## config.mk

```make
export PLATFORM = sky130hd
export DESIGN_NAME = fnet_iter_flat
export DESIGN_NICKNAME = d
export VERILOG_FILES = /design/src/rtl/fnet_if.sv /design/src/rtl/fnet_iter.sv /design/src/flat_wrapper.sv
export SDC_FILE = /design/constraint.sdc
export NUM_CORES = 1
export LEC_CHECK = 0
export ABC_CLOCK_PERIOD_IN_PS = 8000
export BUFFER_PORTS_ARGS = -buffer_cell sky130_fd_sc_hd__buf_2
export CAP_MARGIN = 0
export CORE_ASPECT_RATIO = 1.5
export CORE_UTILIZATION = 30
export DETAILED_ROUTE_END_ITERATION = 12
export PLACE_DENSITY = 0.61
export SLEW_MARGIN = 30
export SYNTH_ARGS = -nofsm -noshare
export SYNTH_HDL_FRONTEND = slang
export SYNTH_SLANG_ARGS = --single-unit
```

## constraint.sdc

```tcl
create_clock -name clk -period 8 [get_ports clk]
set_input_delay 1.6 -clock clk [delete_from_list [all_inputs] [get_ports clk]]
set_output_delay 1.6 -clock clk [all_outputs]
set_load 0.005 [all_outputs]
```

## src/rtl/fnet_if.sv

```systemverilog
// Block/key handshake bundle for the iterative GOST Feistel core.
// Slave side faces the core; master side faces the block-mode controller.
interface fnet_if;
  logic         in_valid;
  logic         in_ready;
  logic [63:0]  in_data;
  logic [255:0] key;
  logic         decrypt;
  logic         out_valid;
  logic         out_ready;
  logic [63:0]  out_data;
  logic         busy;

  modport master (
    output in_valid, in_data, key, decrypt, out_ready,
    input  in_ready, out_valid, out_data, busy
  );

  modport slave (
    input  in_valid, in_data, key, decrypt, out_ready,
    output in_ready, out_valid, out_data, busy
  );
endinterface

```

## src/rtl/fnet_iter.sv

```systemverilog
// Iterative GOST 28147-89 Feistel network, UNROLL rounds per clock.
// fcell: one round function, 8x4-bit S-box substitution then rotl 11.
module fcell (
  input  logic [31:0] x,
  output logic [31:0] y
);
  // Row j substitutes nibble j; entry v sits at bits [4v+3:4v].
  localparam logic [63:0] SB [8] = '{
    64'h35F7C1B6E08D29A4,
    64'h95701832AFD6C4BE,
    64'hB9067CFE243AD185,
    64'h352BC64EF9801AD7,
    64'h2B30E9A48DF517C6,
    64'hEFC95863D1270AB4,
    64'hC2867EA095F314BD,
    64'hC8B6E3294A750DF1
  };

  logic [31:0] s;

  // Per-nibble S-box lookup
  always_comb begin
    s = '0;
    for (int j = 0; j < 8; j++) begin
      s[4*j +: 4] = SB[j][{x[4*j +: 4], 2'b00} +: 4];
    end
  end

  assign y = {s[20:0], s[31:21]};
endmodule

module fnet_iter #(
  parameter int UNROLL = 1
) (
  input  logic   clk,
  input  logic   rst_n,
  fnet_if.slave  bus
);
  localparam logic [1:0] IDLE = 2'd0;
  localparam logic [1:0] RUN  = 2'd1;
  localparam logic [1:0] DONE = 2'd2;
  localparam logic [5:0] STEP = 6'(UNROLL);

  if (UNROLL != 1 && UNROLL != 2 && UNROLL != 4 &&
      UNROLL != 8 && UNROLL != 16 && UNROLL != 32) begin : g_bad
    $error("fnet_iter: UNROLL must be 1, 2, 4, 8, 16 or 32");
  end

  logic [1:0]   state;
  logic [5:0]   cnt;
  logic [31:0]  hi;
  logic [31:0]  lo;
  logic [255:0] key_q;
  logic         dec_q;
  logic [63:0]  out_q;

  logic [31:0]  h [UNROLL+1];
  logic [31:0]  l [UNROLL+1];
  logic [5:0]   cnt_n;
  logic         last;
  logic         run_st;
  logic         done_st;
  logic         cap;
  logic         drain;

  assign run_st  = state == RUN;
  assign done_st = state == DONE;
  assign cnt_n   = cnt + STEP;
  assign last    = cnt_n == 6'd32;

  assign bus.in_ready  = (state == IDLE) |
                         (done_st & bus.out_ready);
  assign bus.out_valid = done_st;
  assign bus.busy      = run_st;
  assign bus.out_data  = out_q;

  assign cap   = bus.in_valid & bus.in_ready;
  assign drain = done_st & bus.out_ready & ~bus.in_valid;

  assign h[0] = hi;
  assign l[0] = lo;

  // Combinational chain of UNROLL rounds from the current counter
  for (genvar u = 0; u < UNROLL; u++) begin : g_rnd
    logic [4:0]  r;
    logic [2:0]  idx;
    logic [31:0] sub;
    logic [31:0] sum;
    logic [31:0] f;

    assign r   = cnt[4:0] + 5'(u);
    assign idx = (dec_q ? (r < 5'd8) : (r < 5'd24)) ?
                 r[2:0] : ~r[2:0];
    assign sub = key_q[{idx, 5'd0} +: 32];
    assign sum = l[u] + sub;

    fcell u_fcell (
      .x (sum),
      .y (f)
    );

    assign h[u+1] = l[u];
    assign l[u+1] = h[u] ^ f;
  end

  // Control FSM plus data, key, mode and result registers
  always_ff @(posedge clk or negedge rst_n) begin
    if (!rst_n) begin
      state <= IDLE;
      cnt   <= '0;
      hi    <= '0;
      lo    <= '0;
      key_q <= '0;
      dec_q <= 1'b0;
      out_q <= '0;
    end else begin
      unique case (1'b1)
        run_st: begin
          hi  <= h[UNROLL];
          lo  <= l[UNROLL];
          cnt <= cnt_n;
          if (last) begin
            out_q <= {l[UNROLL], h[UNROLL]};
            state <= DONE;
          end
        end
        cap: begin
          hi    <= bus.in_data[63:32];
          lo    <= bus.in_data[31:0];
          key_q <= bus.key;
          dec_q <= bus.decrypt;
          cnt   <= '0;
          state <= RUN;
        end
        drain: begin
          state <= IDLE;
        end
        default: ;
      endcase
    end
  end
endmodule

```

## src/flat_wrapper.sv

```systemverilog
// flat-port wrapper written by rule: the top's interface ports become plain ports
module fnet_iter_flat 
#(
  parameter int UNROLL = 1
)
  (clk, rst_n, bus_in_valid, bus_in_data, bus_key, bus_decrypt, bus_out_ready, bus_in_ready, bus_out_valid, bus_out_data, bus_busy);
  fnet_if bus_i ();
  input  logic clk;
  input  logic rst_n;
  input wire logic [$bits(bus_i.in_valid)-1:0] bus_in_valid;
  input wire logic [$bits(bus_i.in_data)-1:0] bus_in_data;
  input wire logic [$bits(bus_i.key)-1:0] bus_key;
  input wire logic [$bits(bus_i.decrypt)-1:0] bus_decrypt;
  input wire logic [$bits(bus_i.out_ready)-1:0] bus_out_ready;
  output wire logic [$bits(bus_i.in_ready)-1:0] bus_in_ready;
  output wire logic [$bits(bus_i.out_valid)-1:0] bus_out_valid;
  output wire logic [$bits(bus_i.out_data)-1:0] bus_out_data;
  output wire logic [$bits(bus_i.busy)-1:0] bus_busy;
  assign bus_i.in_valid = bus_in_valid;
  assign bus_i.in_data = bus_in_data;
  assign bus_i.key = bus_key;
  assign bus_i.decrypt = bus_decrypt;
  assign bus_i.out_ready = bus_out_ready;
  assign bus_in_ready = bus_i.in_ready;
  assign bus_out_valid = bus_i.out_valid;
  assign bus_out_data = bus_i.out_data;
  assign bus_busy = bus_i.busy;
  fnet_iter #(.UNROLL(UNROLL)) u_core (.clk(clk), .rst_n(rst_n), .bus(bus_i));
endmodule
```

==> results of run 1 <==
==> layout by cell type, fill, tap and decap left out, types with 5 or more instances in the layout <==
master | synthesis | final
mux2_2 | 296 | 296
a21oi_1 | 44 | 44
a31oi_1 | 7 | 7
buf_4 | 0 | 10
xnor2_1 | 39 | 37
xor2_1 | 28 | 28
dfrtp_1 | 393 | 393
nand2_1 | 260 | 259
nor3_1 | 11 | 10
a22oi_1 | 61 | 61
a211oi_1 | 10 | 10
mux4_2 | 70 | 70
clkbuf_1 | 83 | 9
inv_1 | 30 | 30
nor2_1 | 35 | 34
bufinv_16 | 0 | 6
clkbuf_8 | 0 | 6
a22o_1 | 5 | 5
nand4_1 | 9 | 9
ha_1 | 78 | 78
buf_2 | 2 | 390
clkbuf_16 | 0 | 42
o22ai_1 | 6 | 6
mux2i_1 | 21 | 21
o21bai_1 | 8 | 8
a21o_1 | 8 | 8
o21ai_0 | 85 | 85
o211ai_1 | 7 | 7
nor2b_1 | 5 | 5
==> sequential cells by signal (all words and copies together) (netlist names) <==
name / flops
u_core.key_q: 256
u_core.lo: 32
u_core.state: 2
u_core.dec_q: 1
u_core.hi: 32
u_core.bus.out_data: 64
u_core.cnt: 6
==> synth_stat cells, types with 2 or more instances <==
cell type  number  area [sq um]
dfrtp_1       393          9830
mux2_2        296          3330
nand2_1       260           976
o21ai_0        85           425
clkbuf_1       83           312
ha_1           78           976
mux4_2         70          1580
a22oi_1        61           458
a21oi_1        44           220
xnor2_1        39           342
nor2_1         35           131
inv_1          30           113
xor2_1         28           245
mux2i_1        21           210
nor3_1         11          55.1
a211oi_1       10          75.1
nand4_1         9          56.3
a21o_1          8          60.1
buf_1           8          30.0
o21bai_1        8          60.1
a31oi_1         7          43.8
o211ai_1        7          52.6
o22ai_1         6          37.5
a22o_1          5          43.8
nor2b_1         5          31.3
nand3_1         4          20.0
a21boi_0        3          22.5
and3_1          3          18.8
o21ai_1         3          15.0
o21ba_2         3          30.0
a211o_1         2          17.5
a211oi_2        2          25.0
a221oi_1        2          17.5
and2_1          2          12.5
buf_2           2          10.0
buf_6           2          22.5
nand2b_1        2          12.5
o31ai_1         2          15.0
or3_1           2          12.5
xor2_2          2          32.5
==> worst max-delay path, delay by kind of cell (launching register included) <==
kind | cells | cell delay, ns
AOI/OAI and AO/OA | 8 | 1.74
adders and majority gates | 3 | 1.24
xor gates and xnor gates | 3 | 1.23
muxes | 3 | 1.11
buffers and inverters | 2 | 0.55
DFF | 1 | 0.46
and+or+nand+nor | 1 | 0.09
==> area by class of cell <==
type / instances / area (sq um)
Antenna cell: 2 / 5.00
Clock buffer: 57 / 1170
Clock inverter: 15 / 259
Fill cell: 6587 / 42100
Inverter: 31 / 116
Multi-Input combinational cell: 1147 / 9970
Sequential cell: 393 / 9830
Tap cell: 885 / 1110
Timing Repair Buffer: 407 / 2160
==> layer usage <==
| metal | up-vias | global-route usage | wire length [um] |
|---|---|---|---|
| met1 | 7404 | 0.227 | 26300 |
| met3 | 118 | 0.0417 | 3590 |
| met5 | - | 0 | 145 |
| li1 | 6701 | - | - |
| met4 | 26 | 0.0617 | 1960 |
| met2 | 422 | 0.336 | 33400 |
==> worst max path at each step <==
| stage | startpoint | end | slack [ns] |
|---|---|---|---|
| 3_5_place_dp | u_core.cnt[3]$_DFFE_PN0P_ | u_core.bus.out_data[37]$_DFFE_PN0P_ | 1.43 |
| 5_1_grt | u_core.cnt[3]$_DFFE_PN0P_ | u_core.bus.out_data[37]$_DFFE_PN0P_ | 1.20 |
| 3_3_place_gp | u_core.cnt[3]$_DFFE_PN0P_ | u_core.bus.out_data[37]$_DFFE_PN0P_ | 1.58 |
| 2_1_floorplan | u_core.cnt[3]$_DFFE_PN0P_ | u_core.bus.out_data[37]$_DFFE_PN0P_ | 1.96 |
| 4_1_cts | u_core.cnt[3]$_DFFE_PN0P_ | u_core.bus.out_data[37]$_DFFE_PN0P_ | 1.40 |
| 6_report | u_core.cnt[3]$_DFFE_PN0P_ | u_core.bus.out_data[37]$_DFFE_PN0P_ | 1.43 |
==> kinds of logic after synthesis <==
| kind of cell | Yosys count | synth area share |
|---|---|---|
| AOI/OAI and AO/OA | 270 | 0.0865 |
| muxes | 387 | 0.253 |
| buffers and inverters | 126 | 0.0242 |
| DFF | 393 | 0.486 |
| and+or+nand+nor | 339 | 0.0679 |
| xor gates and xnor gates | 71 | 0.0328 |
| adders and majority gates | 80 | 0.0498 |
==> per-stage QoR <==
step / instances / worst slack (ns) / area [sq um] / utilization / hold slack (ns)
2_1_floorplan: 1666 / 1.96 / 20200 / - / 0.466
4_1_cts: 2934 / 1.40 / 24600 / 0.368 / 0.474
6_report: 2937 / 1.43 / 24600 / 0.369 / 0.469
3_5_place_dp: 2862 / 1.43 / 23200 / 0.347 / 0.458
3_3_place_gp: 2862 / 1.58 / 23100 / 0.347 / 0.454
5_1_grt: 2936 / 1.20 / 24600 / 0.369 / 0.491
==> summary.md, run 1 <==
* 63 — library cells used by synthesis
* 3 — buffers from clock root to sink, at most
* 8.43 ns — Worst EP required
* 65400 um — total wirelength of the detailed-routed design
* register to register — path category of the worst min-delay check
* 5 — Pre-Repair DR Iteration Count
* 2426 — number of nets in the layout
* 21.6% — synth-to-layout area growth
* 0 — number of maximum-capacitance violations
* 12.2 sq um — post-synthesis area per instance
* 0.0306 ns — skew final
* 2 — worst hold stages
* 2 — Clock H-tree levels
* u_core.bus.out_data[28]$_DFFE_PN0P_ — end point of the most critical hold path
* 0 — remaining antenna violation count
* 49500 um — DP HPWL
* 163 — largest net degree at the start of global routing
* 0.821 — post-route fraction of the period consumed by the critical path
* 0.190 — overall fraction of global-route tracks in use
* 0.58 ns — source-to-sink clock delay at the later pin of the worst-skew pair
* 0.325 — Max-slew headroom
* 0.06 ns — CTS clock-pin slew for the worst setup and hold paths
* 14 — critical path peak fanout
* 15700 — number of global-route vias before repair
* 393 — number of clock sinks
* 1666 — number of instances in the synthesized netlist
* u_core.bus.out_data[28]$_DFFE_PN0P_ — hold wc startpoint
* 0 — number of setup violations in the final report
* 22.3 um — average wire per standard cell
* 0 — fin. max-slew vios
* clkbuf_16 — cell at the root of the clock tree
* 66800 sq um — Core ar.
* register — kind of start point of the critical path
* maj3_2 > xnor2_4 > buf_4 > mux4_2 > mux2_2 > fa_1 > a21o_1 > a221oi_2 > o21ba_2 > o21ba_2 > o21bai_1 > a211oi_1 > xor2_1 > inv_1 > ha_1 > mux2_2 > nor2_1 > a21oi_1 > xnor2_1 > o21ai_0 — worst path cell trace
* register — crit end category
* finished, final reports clean — status
* 0.876 — weighted congestion at the end of routability-driven global placement
* dfrtp_1 — most frequently used flop master after synthesis
* 0 — number of warnings reported in the yosys synthesis log
* 0 — count of cells resized by post-cts repair
* 214 um — die extent in x
* 0 — post-CTS repair timing setup buffer count
* u_core.cnt[3]$_DFFE_PN0P_ — startpoint of the most critical register-to-register path
* 5.00 — vias per cell
* register to register — Critical Setup Path Class
* 6.57 ns — post-route minimum period
* 2070 — net count of the mapped netlist
* 0.486 — sequential cell area fraction in the yosys report
* 1.00 — async set or reset register ratio after synthesis
* built — clock tree from TritonCTS
* 116 — count of standard-cell rows
* xor2_1 — cell with the largest stage delay on the worst path
* 1.43 ns — reg2reg setup slack
* 42 — total CTS buffers
* 20200 sq um — combined area of all synthesized cells
* 0.419 — proportion of layout cells with a drive suffix above 1
* 0.58 ns — CP max stage delay
* 0 — total overflow reported by the global router
* 393 — number of storage elements in the synthesis netlist
* 1.01 ns — slew of the pin with the lowest slew margin
* 0 — Final Hold Viols
* 7.00 ns — worst path arrival time
* 0 — DRC viols
* 14700 — via count of the routed design
* 320 um — Die H
* 0 — Post-synth EDFFs
* false — setup repair after global routing missed its margin
* 0 ns — final setup TNS
* 391 — Port Buffer Count
* 98200 um — first-pass GRT wire length
* 392 — number of ports placed on the die boundary
* 0 — hold buffer count at cts
* 892 — DRT iter0 DRCs
* 0.303 — initial core utilization
* 68500 sq um — Die Outline Area
* 18 — initial antenna violation count
* u_core.bus.out_data[37]$_DFFE_PN0P_ — end of the worst register-to-register path
* 20 — Reg2Reg Depth
* 152 MHz — top achievable clock speed
Power of run 1 is left out: the tool's default activity adds up to more than one toggle a clock period on the data nets, which glitch-free logic cannot reach.
==> inputs of run 2 (changes only) <==
--- a/config.mk
+++ b/config.mk
@@ -5,13 +5,14 @@
 export SDC_FILE = /design/constraint.sdc
 export NUM_CORES = 1
 export LEC_CHECK = 0
-export ABC_CLOCK_PERIOD_IN_PS = 8000
+export ABC_AREA = 1
+export ABC_CLOCK_PERIOD_IN_PS = 6200
 export BUFFER_PORTS_ARGS = -buffer_cell sky130_fd_sc_hd__buf_2
 export CAP_MARGIN = 0
 export CORE_ASPECT_RATIO = 1.5
 export CORE_UTILIZATION = 30
 export DETAILED_ROUTE_END_ITERATION = 12
-export PLACE_DENSITY = 0.61
+export PLACE_DENSITY = 0.6
 export SLEW_MARGIN = 30
 export SYNTH_ARGS = -nofsm -noshare
 export SYNTH_HDL_FRONTEND = slang
==> constraint.sdc (replaced) <==
create_clock -name clk -period 6.2 [get_ports clk]
set_input_delay 1.24 -clock clk [delete_from_list [all_inputs] [get_ports clk]]
set_output_delay 1.24 -clock clk [all_outputs]
set_load 0.005 [all_outputs]
==> run 2 against run 1 <==
  * Register-to-register slack worse by 0.26 ns
  * Critical endpoint is now u_core.lo[20]$_DFFE_PN0P_
  * Global-route usage rose by 3.7 points
  * Critical path depth increased by 3
  * Hold slack better by 0.0078 ns
  * Highest routed layer is now met4
  * Die area rose by 7.1%
  * Synthesized area grew 7.2%
==> summary.md, run 2 <==
* finished, final reports clean — status
* register — kind of start point of the critical path
* nand2_1 — most common cell in the netlist
* 3458 — net count of the mapped netlist
* 1.00 — async set or reset register ratio after synthesis
* 5.49 ns — worst path arrival time
* dfrtp_1 — leading area contributor after synthesis
* 0 — remaining antenna violation count
* 19.3 um — average wire per standard cell
* 1.17 ns — reg2reg setup slack
* dfrtp_1 (45%), nand2_1 (27%), nand3_1 (7.4%), ha_1 (4.5%), inv_1 (3.7%) — biggest area contributors in the synthesized netlist
* 73400 sq um — Die Outline Area
* 222 um — die extent in x
* 0.0269 ns — skew final
* register to register — path category of the worst min-delay check
* 393 — number of storage elements in the synthesis netlist
* register to register — Critical Setup Path Class
* 20700 — number of global-route vias before repair
* 83600 um — total wirelength of the detailed-routed design
* 0.60 ns — source-to-sink clock delay at the later pin of the worst-skew pair
* 7 — Pre-Repair DR Iteration Count
* 0.415 — Max-slew headroom
* 0.304 — initial core utilization
* 0.453 — sequential cell area fraction in the yosys report
* 0.06 ns — CTS clock-pin slew for the worst setup and hold paths
* dfrtp_1 — most frequently used flop master after synthesis
* 21700 sq um — combined area of all synthesized cells
* register — crit end category
* 199 MHz — top achievable clock speed
* 23 — Reg2Reg Depth
* 43 — total CTS buffers
* 0 — number of warnings reported in the yosys synthesis log
* nand2_1 (1586), dfrtp_1 (393), nand3_1 (321), inv_1 (215), clkbuf_1 (93) — cell types with the highest counts after synthesis
* 0 — Post-synth EDFFs
* clkbuf_16 — cell at the root of the clock tree
* 71500 sq um — Core ar.
* 8 — initial antenna violation count
* 0.954 — weighted congestion at the end of routability-driven global placement
* 64200 um — DP HPWL
* 3054 — number of instances in the synthesized netlist
* 3788 — number of nets in the layout
* nand2_1 — most common library cell in the layout ignoring fill and taps
* 6.66 ns — Worst EP required
* built — clock tree from TritonCTS
* 0 — Final Hold Viols
* 0 ns — final setup TNS
* 0 — count of cells resized by post-cts repair
* 0.227 — overall fraction of global-route tracks in use
* 4.77 — vias per cell
* 3 — buffers from clock root to sink, at most
* 2 — worst hold stages
* 0.453 — area share of the largest cell type after synthesis
* 1562 — DRT iter0 DRCs
* 0 — hold buffer count at cts
* u_core.key_q — largest register by flop count
* 2 — Clock H-tree levels
* 0 — number of maximum-capacitance violations
* 130 — largest net degree at the start of global routing
* 0 — number of setup violations in the final report
* 331 um — Die H
* nand2_1 (1583), dfrtp_1 (393), buf_2 (390), nand3_1 (321), inv_1 (215) — commonest cells after routing, fill and taps aside
* 120 — count of standard-cell rows
* u_core.cnt[4]$_DFFE_PN0P_ — launch point of the critical path
* 0.877 ns — slew of the pin with the lowest slew margin
* 7.11 sq um — post-synthesis area per instance
* 256 — max reg flops
* false — setup repair after global routing missed its margin
* 5.03 ns — post-route minimum period
* 20700 — via count of the routed design
* 0.811 — post-route fraction of the period consumed by the critical path
* 45 — critical path peak fanout
* 20.5% — synth-to-layout area growth
* u_core.lo[20]$_DFFE_PN0P_ — end of the worst register-to-register path
* 0 — DRC viols
* 125000 um — first-pass GRT wire length
* 44 — library cells used by synthesis
* 0.366 — final standard cell utilization of the core
* 0 — fin. max-slew vios
* u_core.cnt[4]$_DFFE_PN0P_ — startpoint of the most critical register-to-register path
* 393 — number of clock sinks
* 0 — post-CTS repair timing setup buffer count
* 0 — total overflow reported by the global router
* 392 — number of ports placed on the die boundary
* u_core.lo[20]$_DFFE_PN0P_ — capturing element of the worst setup path
* 391 — Port Buffer Count
* 0.156 — proportion of layout cells with a drive suffix above 1
run 2: area by class of cell:
type                       instances  area (sq um)
fill                            7665         45300
multi-input combinational       2300         10500
sequential                       393          9830
timing repair buffer             417          2240
clock buffer                      53          1180
tap                              915          1140
inverter                         229           870
clock inverter                    21           337
antenna                            5          12.5
run 2: layer usage:
layer,track usage,part of all wire,up-vias,routed length (um)
li1,-,-,10200,-
met1,0.263,0.39,9685,32800
met2,0.418,0.52,603,43400
met5,0,0,-,0
met3,0.0227,0.041,136,3440
met4,0.0987,0.047,0,3900
run 2: how the worst min path moves through the flow:
stage                                          endpoint                                 from  slack [ns]
finish                     u_core.key_q[97]$_DFFE_PN0P_         u_core.key_q[97]$_DFFE_PN0P_        0.48
global route        u_core.bus.out_data[33]$_DFFE_PN0P_  u_core.bus.out_data[33]$_DFFE_PN0P_        0.49
CTS                 u_core.bus.out_data[33]$_DFFE_PN0P_  u_core.bus.out_data[33]$_DFFE_PN0P_        0.48
detailed placement         u_core.key_q[60]$_DFFE_PN0P_         u_core.key_q[60]$_DFFE_PN0P_        0.46
global placement    u_core.bus.out_data[18]$_DFFE_PN0P_  u_core.bus.out_data[18]$_DFFE_PN0P_        0.46
floorplan                   u_core.key_q[0]$_DFFE_PN0P_          u_core.key_q[0]$_DFFE_PN0P_        0.45
run 2: stage by stage:
| step | cells | hold WS [ns] | instance area [sq um] | setup WS (ns) |
|---|---|---|---|---|
| after floorplan | 3054 | 0.449 | 21700 | 2.26 |
| after global placement | 4254 | 0.460 | 24600 | 1.22 |
| after detailed placement | 4254 | 0.465 | 24600 | 1.20 |
| after CTS | 4328 | 0.481 | 26100 | 1.17 |
| after global routing | 4329 | 0.491 | 26100 | 0.767 |
| final | 4333 | 0.477 | 26200 | 1.17 |
run 2: kinds of logic (layout without fill, tap and decap cells):
kind of cell,count (synthesis),after routing,share of synthesized area
and+or+nand+nor,2009,2009,0.372
adders and majority gates,79,79,0.0459
AOI/OAI and AO/OA,182,182,0.0510
other,0,5,0
DFF,393,393,0.453
buffers and inverters,361,720,0.0633
muxes,1,1,0.000461
xor gates and xnor gates,29,29,0.0141
run 2: critical path, stage by stage (launching register included):
cell and delay [ns]:
dfrtp_1 0.40, nand2_1 0.12, nand2_2 0.08, nand2_2 0.17, nand2_1 0.12, nand2_4 0.45
buf_4 0.38, nand3_1 0.14, nand3_1 0.09, nand2_1 0.09, ha_1 0.39, a21oi_1 0.47
nand2_1 0.14, a21oi_1 0.17, xor2_1 0.52, inv_1 0.18, ha_1 0.36, nand2_1 0.07
nand2_1 0.05, nand2_1 0.06, nand2_1 0.08, xor2_1 0.16, nand2_1 0.06, nand3_1 0.07
Power of run 2 is left out for the same reason.
